==> src/rtl/fifo_pop_ctrl.sv <==
// Read-side controller for the team fifo: issues rd_en, captures the registered
// fifo output into a 2-entry buffer and hands words downstream on valid/ready.
module fifo_pop_ctrl #(
  parameter int DATA_WIDTH = 4,
  parameter int CNT_WIDTH  = 8
) (
  input  logic                  clk,
  input  logic                  rst,
  input  logic                  enable,
  input  logic                  fifo_empty,
  input  logic [DATA_WIDTH-1:0] fifo_data,
  output logic                  fifo_rd_en,
  output logic [DATA_WIDTH-1:0] data_out,
  output logic                  valid_out,
  input  logic                  ready_in,
  output logic [CNT_WIDTH-1:0]  pop_count,
  output logic                  busy
);

  typedef enum logic [1:0] {IDLE, ACTIVE, FLUSH} state_t;

  state_t                state_q, state_d;
  logic [1:0]            occ_q, occ_d;
  logic                  inflight_q, inflight_d;
  logic [DATA_WIDTH-1:0] buf0_q, buf0_d, buf1_q, buf1_d;
  logic [CNT_WIDTH-1:0]  cnt_q, cnt_d;
  logic                  pop, cap;
  logic [2:0]            pending;
  logic [1:0]            wr_idx;

  always_comb begin
    pop     = (occ_q != 2'd0) & ready_in;
    cap     = inflight_q;
    // Words held or on their way once this cycle's pop leaves; never exceed 2.
    pending = {1'b0, occ_q} + {2'b00, inflight_q} - {2'b00, pop};
    fifo_rd_en = !rst && (state_q == ACTIVE) && !fifo_empty && (pending < 3'd2);
    inflight_d = fifo_rd_en;

    state_d = state_q;
    case (state_q)
      IDLE:    if (enable) state_d = ACTIVE;
      ACTIVE:  if (!enable) state_d = FLUSH;
      FLUSH:   if ((occ_q == 2'd0) && !inflight_q) state_d = IDLE;
      default: state_d = IDLE;
    endcase

    occ_d  = occ_q + {1'b0, cap} - {1'b0, pop};
    buf0_d = buf0_q;
    buf1_d = buf1_q;
    if (pop && (occ_q == 2'd2)) buf0_d = buf1_q;
    // Capture lands in the slot that is free after the pop shifts the head.
    wr_idx = occ_q - {1'b0, pop};
    if (cap) begin
      if (wr_idx == 2'd0) buf0_d = fifo_data;
      else                buf1_d = fifo_data;
    end

    cnt_d = cnt_q + {{(CNT_WIDTH-1){1'b0}}, pop};
  end

  always_ff @(posedge clk) begin
    if (rst) begin
      state_q    <= IDLE;
      occ_q      <= 2'd0;
      inflight_q <= 1'b0;
      buf0_q     <= '0;
      buf1_q     <= '0;
      cnt_q      <= '0;
    end else begin
      state_q    <= state_d;
      occ_q      <= occ_d;
      inflight_q <= inflight_d;
      buf0_q     <= buf0_d;
      buf1_q     <= buf1_d;
      cnt_q      <= cnt_d;
    end
  end

  always_ff @(posedge clk) begin
    if (!rst) assert (!(cap && (occ_q == 2'd2) && !pop));
  end

  assign data_out  = buf0_q;
  assign valid_out = (occ_q != 2'd0);
  assign pop_count = cnt_q;
  assign busy      = (state_q != IDLE);

endmodule

==> config.mk <==
export PLATFORM = sky130hd
export DESIGN_NAME = fifo_pop_ctrl
export DESIGN_NICKNAME = d
export VERILOG_FILES = /design/src/rtl/fifo_pop_ctrl.sv
export SDC_FILE = /design/constraint.sdc
export NUM_CORES = 1
export LEC_CHECK = 0
export ABC_CLOCK_PERIOD_IN_PS = 4200
export CORE_MARGIN = 5
export CORE_UTILIZATION = 45
export CTS_BUF_LIST = sky130_fd_sc_hd__clkbuf_2 sky130_fd_sc_hd__clkbuf_4 sky130_fd_sc_hd__clkbuf_8
export DETAILED_ROUTE_END_ITERATION = 6
export HOLD_SLACK_MARGIN = 0.15
export PLACE_DENSITY = 0.75
export SYNTH_ARGS = -nofsm -noshare
export SYNTH_HDL_FRONTEND = slang
export SYNTH_SLANG_ARGS = --single-unit
==> constraint.sdc <==
create_clock -name clk -period 4.2 [get_ports clk]
set_input_delay 0.84 -clock clk [delete_from_list [all_inputs] [get_ports clk]]
set_output_delay 0.84 -clock clk [all_outputs]
set_load 0.01 [all_outputs]
==> results.json, run 1 <==
{
  "run_status": "completed",
  "grt_pass1_vias": 757,
  "worstSetupStartpointType": "input port",
  "cts_tree": "built",
  "power.total_mw": 0.438,
  "n_antenna_cell": 0,
  "dpl_worst_slack_ns": -0.0246,
  "grt_overflow": 0,
  "die_width_um": 55.0,
  "worst_ep_required_time_ns": 3.36,
  "antenna_found_initial": 0,
  "design.final.nets": 136,
  "drt_first_pass_iters": 4,
  "top_level_ports": 24,
  "category_of_the_critical_setup_timing_path": "input port to output port",
  "path_common_cell": "sky130_fd_sc_hd__nand2_1",
  "worst-path-max-fanout": 3,
  "rsz0062_at_grt": "no",
  "ys_top_cells_by_area": "sky130_fd_sc_hd__dfxtp_1 46%, sky130_fd_sc_hd__mux2i_1 8.8%, sky130_fd_sc_hd__nor2_1 6.6%",
  "critPathCaptureType": "output port",
  "clock_tree.root_cell": "sky130_fd_sc_hd__clkbuf_4",
  "critical-path-top-delay-family": "simple AND/OR/NAND/NOR gates",
  "slew_headroom_pct": 76.4,
  "synthesis.nets": 108,
  "grt_pass1_wl_um": 3090,
  "timing.hold.worst.class": "flop to flop",
  "routed-via-count": 738,
  "critPathBufInv": 2,
  "finish.cell_count_without_fillers": 150,
  "yosys-top-cells-count": "21 x sky130_fd_sc_hd__dfxtp_1, 16 x sky130_fd_sc_hd__nor2_1, 8 x sky130_fd_sc_hd__mux2i_1",
  "slowest_stage": "sky130_fd_sc_hd__clkdlybuf4s50_1",
  "report.final.hold_viol_count": 0,
  "dpl_cell_area_sq_mm": 0.00118,
  "p_leak_nw": 0.536,
  "synth.avg_cell_area_sq_um": 9.48,
  "min_period_ns": 3.82,
  "post-synth-top-area-fraction_pct": 46.2,
  "post-route-drc-count": 0,
  "die_area_sq_mm": 0.00302,
  "synthesis.area_sq_um": 910,
  "clock-skew-final_ns": 0.00444,
  "setup_slack_ns": 0.379,
  "cts.htree.levels": 1,
  "vias_per_cell": 4.92,
  "clkLatencyLatePin_ns": 0.29,
  "cts.path.max_buffers": 2,
  "placed_cells_incl_taps": 146,
  "placement.io_buffers": 23,
  "synth.yosys.seq_area_share_pct": 46.2,
  "syn_to_final_growth_pct": 34.1,
  "core_area_sq_mm": 0.00194,
  "final_max_slew_viol_count": 0,
  "number_of_unique_standard_cell_types_used_by_synthesis": 24,
  "synthCells": 96,
  "synth_seq_cells": 21,
  "post-synth-top-count-cell": "sky130_fd_sc_hd__dfxtp_1",
  "rows": 16,
  "synth_flop_cell": "sky130_fd_sc_hd__dfxtp_1",
  "globalplace.congestion": 0.829,
  "vdd_ir_drop_max_uv": 253,
  "arrival_ns": 2.98,
  "crit_path_cell_trace": "clkdlybuf4s50_1 -> nand2_1 -> or2_2 -> nand2_1 -> ha_1 -> fa_1 -> nor4_2 -> and3_1 -> dlymetal6s2s_1",
  "powerDensity_mw_per_mm2": 359,
  "grt_start_max_net_pins": 22,
  "fmax_mhz": 262,
  "ant_nets": 0,
  "synth.largest_area_cell": "sky130_fd_sc_hd__dfxtp_1",
  "post_layout_instance_area_sq_mm": 0.00122,
  "fin_util_pct": 62.8,
  "timing.max_cap.violations": 0,
  "layout-drive-gt1-share_pct": 10.6,
  "cts_num_sinks": 21,
  "route.final.wire_length_um": 1780,
  "ys.warnings.count": 0,
  "clock_edge_transition_at_the_registers_on_the_reported_setup_and_hold_paths_ns": 0.11,
  "postCtsSetupBuffers": 0,
  "synth_async_sr_flop_share_pct": 0,
  "worst_path_largest_cell_delay_ns": 0.49,
  "edff_count_synth": 0,
  "count_of_endpoints_failing_setup_in_the_final_report": 0,
  "cts_inserted_buffers": 3,
  "final_min_period_over_clock_period_pct": 91.0,
  "effective_utilization_at_floorplan_pct": 46.8,
  "drt-wirelength-per-cell_um": 11.9,
  "fp.dieH_um": 55.0,
  "grtUsageTotal_pct": 14.2,
  "dp_hpwl_um": 1360,
  "drt_first_iter_violations": 4,
  "tightest_slew_ns": 0.353
}
[registers in the layout, indices dropped and copies added, names as in the netlist]
signal / count
state_q: 2
cap: 1
occ_q: 2
buf1_q: 4
data_out: 4
pop_count: 8
[worst min-delay path, delay by kind of cell (launching register included)]
kind             cells  cell delay (ns)
DFF                  1             0.35
muxes                1             0.07
and+or+nand+nor      1             0.07
[routing by layer]
layer	part of all wire (%)	global-route usage (%)	routed length [um]	vias up
met2	47	22.0	838	16
met4	2.1	7.69	37	0
met1	46	18.8	824	339
li1	-	-	-	379
met5	0	0	0	-
met3	4.6	2.41	82	4
[final timing paths]
kind / slack, ns / to / depth (start not counted) / from
max: 0.38 / fifo_rd_en / 9 / ready_in
min: 0.51 / buf1_q[1]$_SDFFE_PP0P_ / 2 / buf1_q[1]$_SDFFE_PP0P_
max reg2reg: 2.02 / cap$_SDFF_PP0_ / 8 / occ_q[1]$_SDFF_PP0_
min reg2reg: 0.51 / buf1_q[1]$_SDFFE_PP0P_ / 2 / buf1_q[1]$_SDFFE_PP0P_
[power by group]
part	internal (mW)	total (mW)	switching [mW]
Combinational	0.0588	0.104	0.0451
Sequential	0.216	0.234	0.0179
Clock	0.0434	0.100	0.0571
Total	0.318	0.438	0.120
[final cells by class]
cell class	count	area, sq um
fill	179	722
clock buffer	4	30.0
timing repair buffer	25	248
sequential	21	420
inverter	3	11.3
multi-input combinational	70	477
tap	27	33.8
[cells by family after synthesis]
group / share of synthesized area (%)
AND/OR/NAND/NOR: 22.6
flip-flops: 46.2
AO/OA/AOI/OAI: 8.67
multiplexers: 8.80
XOR/XNOR: 6.74
buffers and inverters: 2.06
adder cells (fa/ha/maj): 4.95
[per-stage QoR]
step / hold WS (ns) / setup TNS (ns)
floorplan: 0.458 / 0
global route: 0.557 / 0
global placement: 0.478 / 0
finish: 0.512 / 0
detailed placement: 0.491 / -0.0246
CTS: 0.520 / 0
[repair_timing]
| item | 4_1_cts | 5_1_grt |
|---|---|---|
| hold buffers | 0 | 0 |
| resized for setup | 1 | 1 |
| endpoints found under the hold margin | 0 | 0 |
| endpoints found under the setup margin | 1 | 1 |
[cell usage in the layout, fill, tap and decap left out]
cell,count
sky130_fd_sc_hd__nand4_1,1
sky130_fd_sc_hd__o21ai_0,1
sky130_fd_sc_hd__dfxtp_1,21
sky130_fd_sc_hd__clkdlybuf4s50_1,22
sky130_fd_sc_hd__nor3_1,3
sky130_fd_sc_hd__fa_1,1
sky130_fd_sc_hd__o21ai_2,1
sky130_fd_sc_hd__or3_1,1
sky130_fd_sc_hd__a21oi_1,2
sky130_fd_sc_hd__and3_1,3
sky130_fd_sc_hd__inv_1,3
sky130_fd_sc_hd__ha_1,2
sky130_fd_sc_hd__mux2i_1,8
sky130_fd_sc_hd__nor4_2,1
sky130_fd_sc_hd__nand3_1,3
sky130_fd_sc_hd__nor3b_1,2
sky130_fd_sc_hd__nor2_1,16
sky130_fd_sc_hd__xor2_1,4
sky130_fd_sc_hd__nor2b_1,4
sky130_fd_sc_hd__nand2_1,5
sky130_fd_sc_hd__a211oi_1,4
sky130_fd_sc_hd__clkbuf_4,4
sky130_fd_sc_hd__xnor2_1,3
sky130_fd_sc_hd__or2_2,3
sky130_fd_sc_hd__dlymetal6s2s_1,1
sky130_fd_sc_hd__buf_4,2
sky130_fd_sc_hd__o211ai_2,2
(Power assumes the default switching activity.)
==> run 2, diff against run 1 <==
--- a/config.mk
+++ b/config.mk
@@ -5,7 +5,7 @@
 export SDC_FILE = /design/constraint.sdc
 export NUM_CORES = 1
 export LEC_CHECK = 0
-export ABC_CLOCK_PERIOD_IN_PS = 4200
+export ABC_CLOCK_PERIOD_IN_PS = 4500
 export CORE_MARGIN = 5
 export CORE_UTILIZATION = 45
 export CTS_BUF_LIST = sky130_fd_sc_hd__clkbuf_2 sky130_fd_sc_hd__clkbuf_4 sky130_fd_sc_hd__clkbuf_8
==> constraint.sdc (replaced) <==
create_clock -name clk -period 4.5 [get_ports clk]
set_input_delay 0.9 -clock clk [delete_from_list [all_inputs] [get_ports clk]]
set_output_delay 0.9 -clock clk [all_outputs]
set_load 0.01 [all_outputs]
==> results.json, run 2 (synthesis gave the netlist of run 1 again) <==
{
  "final_max_slew_viol_count": 0,
  "grt_overflow": 0,
  "use_met2_pct": 22.4,
  "finalSetupTns_ns": 0,
  "cts_tree": "built",
  "rsz0062_at_grt": "no",
  "timing.critical_path.from": "ready_in",
  "layout.cells.most_common_list": "23 x sky130_fd_sc_hd__clkdlybuf4s50_1, 21 x sky130_fd_sc_hd__dfxtp_1, 16 x sky130_fd_sc_hd__nor2_1, 8 x sky130_fd_sc_hd__mux2i_1, 5 x sky130_fd_sc_hd__nand2_1",
  "rr_worst_depth": 8,
  "use_met3_pct": 2.95,
  "swShare_pct": 28.4,
  "cts-hold-fix-buffers": 0,
  "final_min_period_over_clock_period_pct": 96.4,
  "seq_power_share_pct": 54.1,
  "syn_to_final_growth_pct": 32.9,
  "internal_dissipation_mw": 0.289,
  "area.sequential_sq_um": 420,
  "ant_nets": 0,
  "drt_first_iter_violations": 7,
  "clock-skew-final_ns": 0.00478,
  "n_antenna_cell": 0,
  "die_width_um": 55.0,
  "cts.htree.levels": 1,
  "fp.dieH_um": 55.0,
  "worst_ep_required_time_ns": 3.60,
  "clock_edge_transition_at_the_registers_on_the_reported_setup_and_hold_paths_ns": 0.11,
  "cts_num_sinks": 21,
  "antenna_found_initial": 0,
  "regToRegSetupSlack_ns": 2.29,
  "critical-path-top-delay-family": "buffers and inverters",
  "p_leak_nw": 0.517,
  "critPathCaptureType": "output port",
  "comb_power_share_pct": 23.9,
  "worst_path_largest_cell_delay_ns": 0.57,
  "clockPowerShare_pct": 22.0,
  "drt-wirelength-per-cell_um": 12.0,
  "global_route.usage.met1_pct": 17.9,
  "largest_reg_flops": 8,
  "multi_input_comb_area_sq_um": 470,
  "cts_resized": 0,
  "min_period_ns": 4.34,
  "critPathBufInv": 2,
  "slew_headroom_pct": 76.9,
  "r2r_start": "occ_q[1]$_SDFF_PP0_",
  "grtUsageTotal_pct": 14.1,
  "slowest_stage": "sky130_fd_sc_hd__clkdlybuf4s50_1",
  "top_level_ports": 24,
  "cts_inserted_buffers": 3,
  "dpl_cell_area_sq_mm": 0.00118,
  "layout-drive-gt1-share_pct": 9.76,
  "core_area_sq_mm": 0.00194,
  "cts.path.max_buffers": 2,
  "crit-reg2reg-capture": "cap$_SDFF_PP0_",
  "post_layout_instance_area_sq_mm": 0.00121,
  "top_usage_layer": "met2",
  "fin_worst_hold_slack_ns": 0.506,
  "timing.max_cap.violations": 0,
  "fmax_mhz": 230,
  "crit_path_cell_trace": "clkdlybuf4s50_1 -> nand2_1 -> or2_2 -> nand2_1 -> ha_1 -> fa_1 -> nor4_1 -> and3_1 -> clkdlybuf4s50_1",
  "count_of_endpoints_failing_setup_in_the_final_report": 0,
  "die_area_sq_mm": 0.00302,
  "tightest_slew_ns": 0.345,
  "arrival_ns": 3.44,
  "routed-via-count": 733,
  "clkLatencyLatePin_ns": 0.29,
  "category_of_the_critical_setup_timing_path": "input port to output port",
  "timing.hold.worst.class": "flop to flop",
  "run_status": "completed",
  "rows": 16,
  "postCtsSetupBuffers": 0,
  "globalplace.congestion": 0.831,
  "power.total_mw": 0.403,
  "route.final.wire_length_um": 1790,
  "design.final.nets": 136,
  "grt_pass1_vias": 761,
  "netSwitchingPower_mw": 0.114,
  "grt_start_max_net_pins": 22,
  "vias_per_cell": 4.89,
  "fillers": 178,
  "clock_tree.root_cell": "sky130_fd_sc_hd__clkbuf_4",
  "worst-path-max-fanout": 3,
  "report.final.hold_viol_count": 0,
  "drt_first_pass_iters": 4,
  "dp_hpwl_um": 1370,
  "post-route-drc-count": 0,
  "crit_cells": 9,
  "cp-endpoint": "fifo_rd_en",
  "placement.io_buffers": 23,
  "layout.cells.most_common": "sky130_fd_sc_hd__clkdlybuf4s50_1",
  "grt_pass1_wl_um": 3080,
  "worstSetupStartpointType": "input port",
  "fin_util_pct": 62.2,
  "powerDensity_mw_per_mm2": 333,
  "effective_utilization_at_floorplan_pct": 46.8,
  "vdd_ir_drop_max_uv": 174
}
[run 2: changes by cell type in the layout (fill, tap and decap cells not counted)]
cell / change
sky130_fd_sc_hd__nor4_1: +1
sky130_fd_sc_hd__clkbuf_4: -1
sky130_fd_sc_hd__dlymetal6s2s_1: -1
sky130_fd_sc_hd__nor4_2: -1
sky130_fd_sc_hd__clkinv_2: +1
sky130_fd_sc_hd__clkdlybuf4s50_1: +1
[run 2: cell type report]
class | instances | area share (%)
Clock inverter | 1 | 0.414
Multi-Input combinational cell | 70 | 38.9
Clock buffer | 3 | 1.86
Timing Repair Buffer | 25 | 20.3
Sequential cell | 21 | 34.8
Tap cell | 27 | 2.80
Inverter | 3 | 0.932
[run 2: power groups by stage]
| stage | registers, mW | logic [mW] | clock network (mW) |
|---|---|---|---|
| after floorplan | 0.223 | 0.0480 | 0 |
| after global placement | 0.221 | 0.0951 | 0 |
| after detailed placement | 0.222 | 0.0969 | 0 |
| after CTS | 0.218 | 0.0976 | 0.0912 |
| after global routing | 0.222 | 0.106 | 0.103 |
| final | 0.218 | 0.0962 | 0.0888 |
[run 2: layer usage]
layer  routed length [um]  part of all wire [%]
met1                  868                    48
met2                  817                    46
met3                   67                   3.7
met4                   40                   2.2
met5                    0                     0
[run 2: worst min-delay path by stage]
stage | start | endpoint | slack (ns) | cells after the start
after floorplan | state_q[1]$_SDFFE_PP0P_ | state_q[0]$_SDFFE_PP0P_ | 0.46 | 1
after global placement | buf1_q[0]$_SDFFE_PP0P_ | buf1_q[0]$_SDFFE_PP0P_ | 0.48 | 2
after detailed placement | state_q[1]$_SDFFE_PP0P_ | state_q[0]$_SDFFE_PP0P_ | 0.49 | 1
after CTS | state_q[1]$_SDFFE_PP0P_ | state_q[0]$_SDFFE_PP0P_ | 0.51 | 1
after global routing | state_q[1]$_SDFFE_PP0P_ | state_q[0]$_SDFFE_PP0P_ | 0.55 | 1
final | state_q[1]$_SDFFE_PP0P_ | state_q[0]$_SDFFE_PP0P_ | 0.51 | 1
[run 2: worst reg2reg max path: stages, from the launching register on]
cell and delay (ns):
sky130_fd_sc_hd__dfxtp_1 0.50, sky130_fd_sc_hd__or2_2 0.19, sky130_fd_sc_hd__nand2_1 0.08, sky130_fd_sc_hd__or2_2 0.31, sky130_fd_sc_hd__nand2_1 0.07, sky130_fd_sc_hd__ha_1 0.15
sky130_fd_sc_hd__fa_1 0.43, sky130_fd_sc_hd__nor4_1 0.23, sky130_fd_sc_hd__and3_1 0.20
[run 2: stage by stage]
stage                     worst slack (ns)  instances
after global placement               0.292        146
after CTS                            0.158        150
after detailed placement             0.166        146
after floorplan                       1.30         96
after global routing                0.0591        150
final                                0.161        150
==> run 3, diff against run 2 <==
--- a/config.mk
+++ b/config.mk
@@ -6,12 +6,14 @@
 export NUM_CORES = 1
 export LEC_CHECK = 0
 export ABC_CLOCK_PERIOD_IN_PS = 4500
+export CELL_PAD_IN_SITES_DETAIL_PLACEMENT = 1
+export CELL_PAD_IN_SITES_GLOBAL_PLACEMENT = 2
 export CORE_MARGIN = 5
-export CORE_UTILIZATION = 45
+export CORE_UTILIZATION = 32
 export CTS_BUF_LIST = sky130_fd_sc_hd__clkbuf_2 sky130_fd_sc_hd__clkbuf_4 sky130_fd_sc_hd__clkbuf_8
 export DETAILED_ROUTE_END_ITERATION = 6
 export HOLD_SLACK_MARGIN = 0.15
-export PLACE_DENSITY = 0.75
+export PLACE_DENSITY_LB_ADDON = 0.1
 export SYNTH_ARGS = -nofsm -noshare
 export SYNTH_HDL_FRONTEND = slang
 export SYNTH_SLANG_ARGS = --single-unit
==> results.json, run 3 (synthesis gave the netlist of run 1 again) <==
{
  "run_status": "completed",
  "seq_power_share_pct": 53.1,
  "use_met2_pct": 17.8,
  "category_of_the_critical_setup_timing_path": "input port to output port",
  "count_of_endpoints_failing_setup_in_the_final_report": 0,
  "finalSetupTns_ns": 0,
  "timing.hold.worst.class": "flop to flop",
  "cts_num_sinks": 21,
  "top_usage_layer": "met2",
  "power.total_mw": 0.411,
  "clockPowerShare_pct": 22.7,
  "clock-skew-final_ns": 0.00673,
  "arrival_ns": 3.35,
  "layout.cells.most_common": "sky130_fd_sc_hd__clkdlybuf4s50_1",
  "report.final.hold_viol_count": 0,
  "clock_tree.root_cell": "sky130_fd_sc_hd__clkbuf_4",
  "internal_dissipation_mw": 0.290,
  "globalplace.congestion": 0.680,
  "rows": 19,
  "die_width_um": 63.3,
  "worst_ep_required_time_ns": 3.60,
  "worstSetupStartpointType": "input port",
  "grtUsageTotal_pct": 10.9,
  "min_period_ns": 4.25,
  "grt_overflow": 0,
  "cts_tree": "built",
  "use_met3_pct": 3.37,
  "timing.max_cap.violations": 0,
  "route.final.wire_length_um": 2060,
  "global_route.usage.met1_pct": 13.2,
  "grt_start_max_net_pins": 22,
  "design.final.nets": 136,
  "tightest_slew_ns": 0.390,
  "syn_to_final_growth_pct": 34.1,
  "effective_utilization_at_floorplan_pct": 33.3,
  "drt-wirelength-per-cell_um": 13.4,
  "drt_first_pass_iters": 4,
  "antenna_found_initial": 0,
  "drt_first_iter_violations": 22,
  "top_level_ports": 24,
  "die_area_sq_mm": 0.00401,
  "slew_headroom_pct": 73.9,
  "netSwitchingPower_mw": 0.121,
  "final_min_period_over_clock_period_pct": 94.4,
  "fp.dieH_um": 63.3,
  "grt_pass1_wl_um": 3570,
  "n_antenna_cell": 0,
  "regToRegSetupSlack_ns": 2.33,
  "clock_edge_transition_at_the_registers_on_the_reported_setup_and_hold_paths_ns": 0.12,
  "ant_nets": 0,
  "vias_per_cell": 5.00,
  "final_max_slew_viol_count": 0,
  "p_leak_nw": 0.518,
  "fmax_mhz": 235,
  "cts.path.max_buffers": 2,
  "grt_pass1_vias": 784,
  "swShare_pct": 29.5,
  "finish.cell_count_without_fillers": 154,
  "placed_cells_incl_taps": 150,
  "critPathCaptureType": "output port",
  "cts.htree.levels": 1,
  "placement.io_buffers": 23,
  "comb_power_share_pct": 24.2,
  "dp_hpwl_um": 1560,
  "core_area_sq_mm": 0.00273,
  "cts-hold-fix-buffers": 0,
  "largest_reg_flops": 8,
  "post-route-drc-count": 0,
  "layout-drive-gt1-share_pct": 10.6,
  "powerDensity_mw_per_mm2": 337,
  "worst-path-max-fanout": 3,
  "vdd_ir_drop_max_uv": 202,
  "cts_inserted_buffers": 3,
  "clkLatencyLatePin_ns": 0.31,
  "layout.cells.most_common_list": "23 x sky130_fd_sc_hd__clkdlybuf4s50_1, 21 x sky130_fd_sc_hd__dfxtp_1, 16 x sky130_fd_sc_hd__nor2_1, 8 x sky130_fd_sc_hd__mux2i_1, 5 x sky130_fd_sc_hd__nand2_1",
  "rsz0062_at_grt": "no",
  "routed-via-count": 770
}
-- run 3: cell types whose count changed in the layout (fill, tap and decap cells not counted) --
cell                     change
sky130_fd_sc_hd__nor4_1      -1
sky130_fd_sc_hd__nor4_2      +1
-- run 3: per-stage QoR --
stage / setup slack [ns] / cell area, sq um / util (%) / hold WS [ns]
6_report: 0.253 / 1220 / 44.6 / 0.521
5_1_grt: 0.0797 / 1220 / 44.6 / 0.546
4_1_cts: 0.151 / 1210 / 44.4 / 0.527
3_5_place_dp: 0.173 / 1190 / 43.4 / 0.499
3_3_place_gp: 0.242 / 1190 / 43.4 / 0.473
2_1_floorplan: 1.30 / 910 / - / 0.458
-- run 3: cell type report --
class                      count  area, sq um
clock buffer                   3         22.5
clock inverter                 1         5.00
fill                         328         1510
inverter                       3         11.3
multi-input combinational     70          477
sequential                    21          420
tap                           31         38.8
timing repair buffer          25          245
-- run 3: path summary, 6_finish.rpt --
path / startpoint / endpoint / cells after the start
worst max-delay path: ready_in / fifo_rd_en / 9
worst min-delay path: buf1_q[1]$_SDFFE_PP0P_ / buf1_q[1]$_SDFFE_PP0P_ / 2
worst max register to register: occ_q[1]$_SDFF_PP0_ / cap$_SDFF_PP0_ / 8
worst min register to register: buf1_q[1]$_SDFFE_PP0P_ / buf1_q[1]$_SDFFE_PP0P_ / 2
-- run 3: worst max-delay path: stages --
cell	delay, ns
sky130_fd_sc_hd__clkdlybuf4s50_1	0.48
sky130_fd_sc_hd__nand2_1	0.10
sky130_fd_sc_hd__or2_2	0.31
sky130_fd_sc_hd__nand2_1	0.07
sky130_fd_sc_hd__ha_1	0.16
sky130_fd_sc_hd__fa_1	0.45
sky130_fd_sc_hd__nor4_2	0.16
sky130_fd_sc_hd__and3_1	0.19
sky130_fd_sc_hd__clkdlybuf4s50_1	0.53
-- run 3: power by group through the flow --
stage	registers (mW)	clock network, mW	logic (mW)
3_3_place_gp	0.223	0	0.0963
6_report	0.218	0.0933	0.0997
4_1_cts	0.218	0.0985	0.101
2_1_floorplan	0.223	0	0.0480
5_1_grt	0.222	0.107	0.110
3_5_place_dp	0.222	0	0.0998
-- run 3: layer usage --
metal | share of wire (%) | up-vias
li1 | - | 384
met2 | 47 | 15
met1 | 47 | 369
met4 | 0.82 | 0
met3 | 5.6 | 2
met5 | 0 | -
-- run 3: what timing repair did --
item,in CTS,in global routing
setup buffers,0,0
gates resized for setup,0,1
endpoints found under the setup margin,0,1
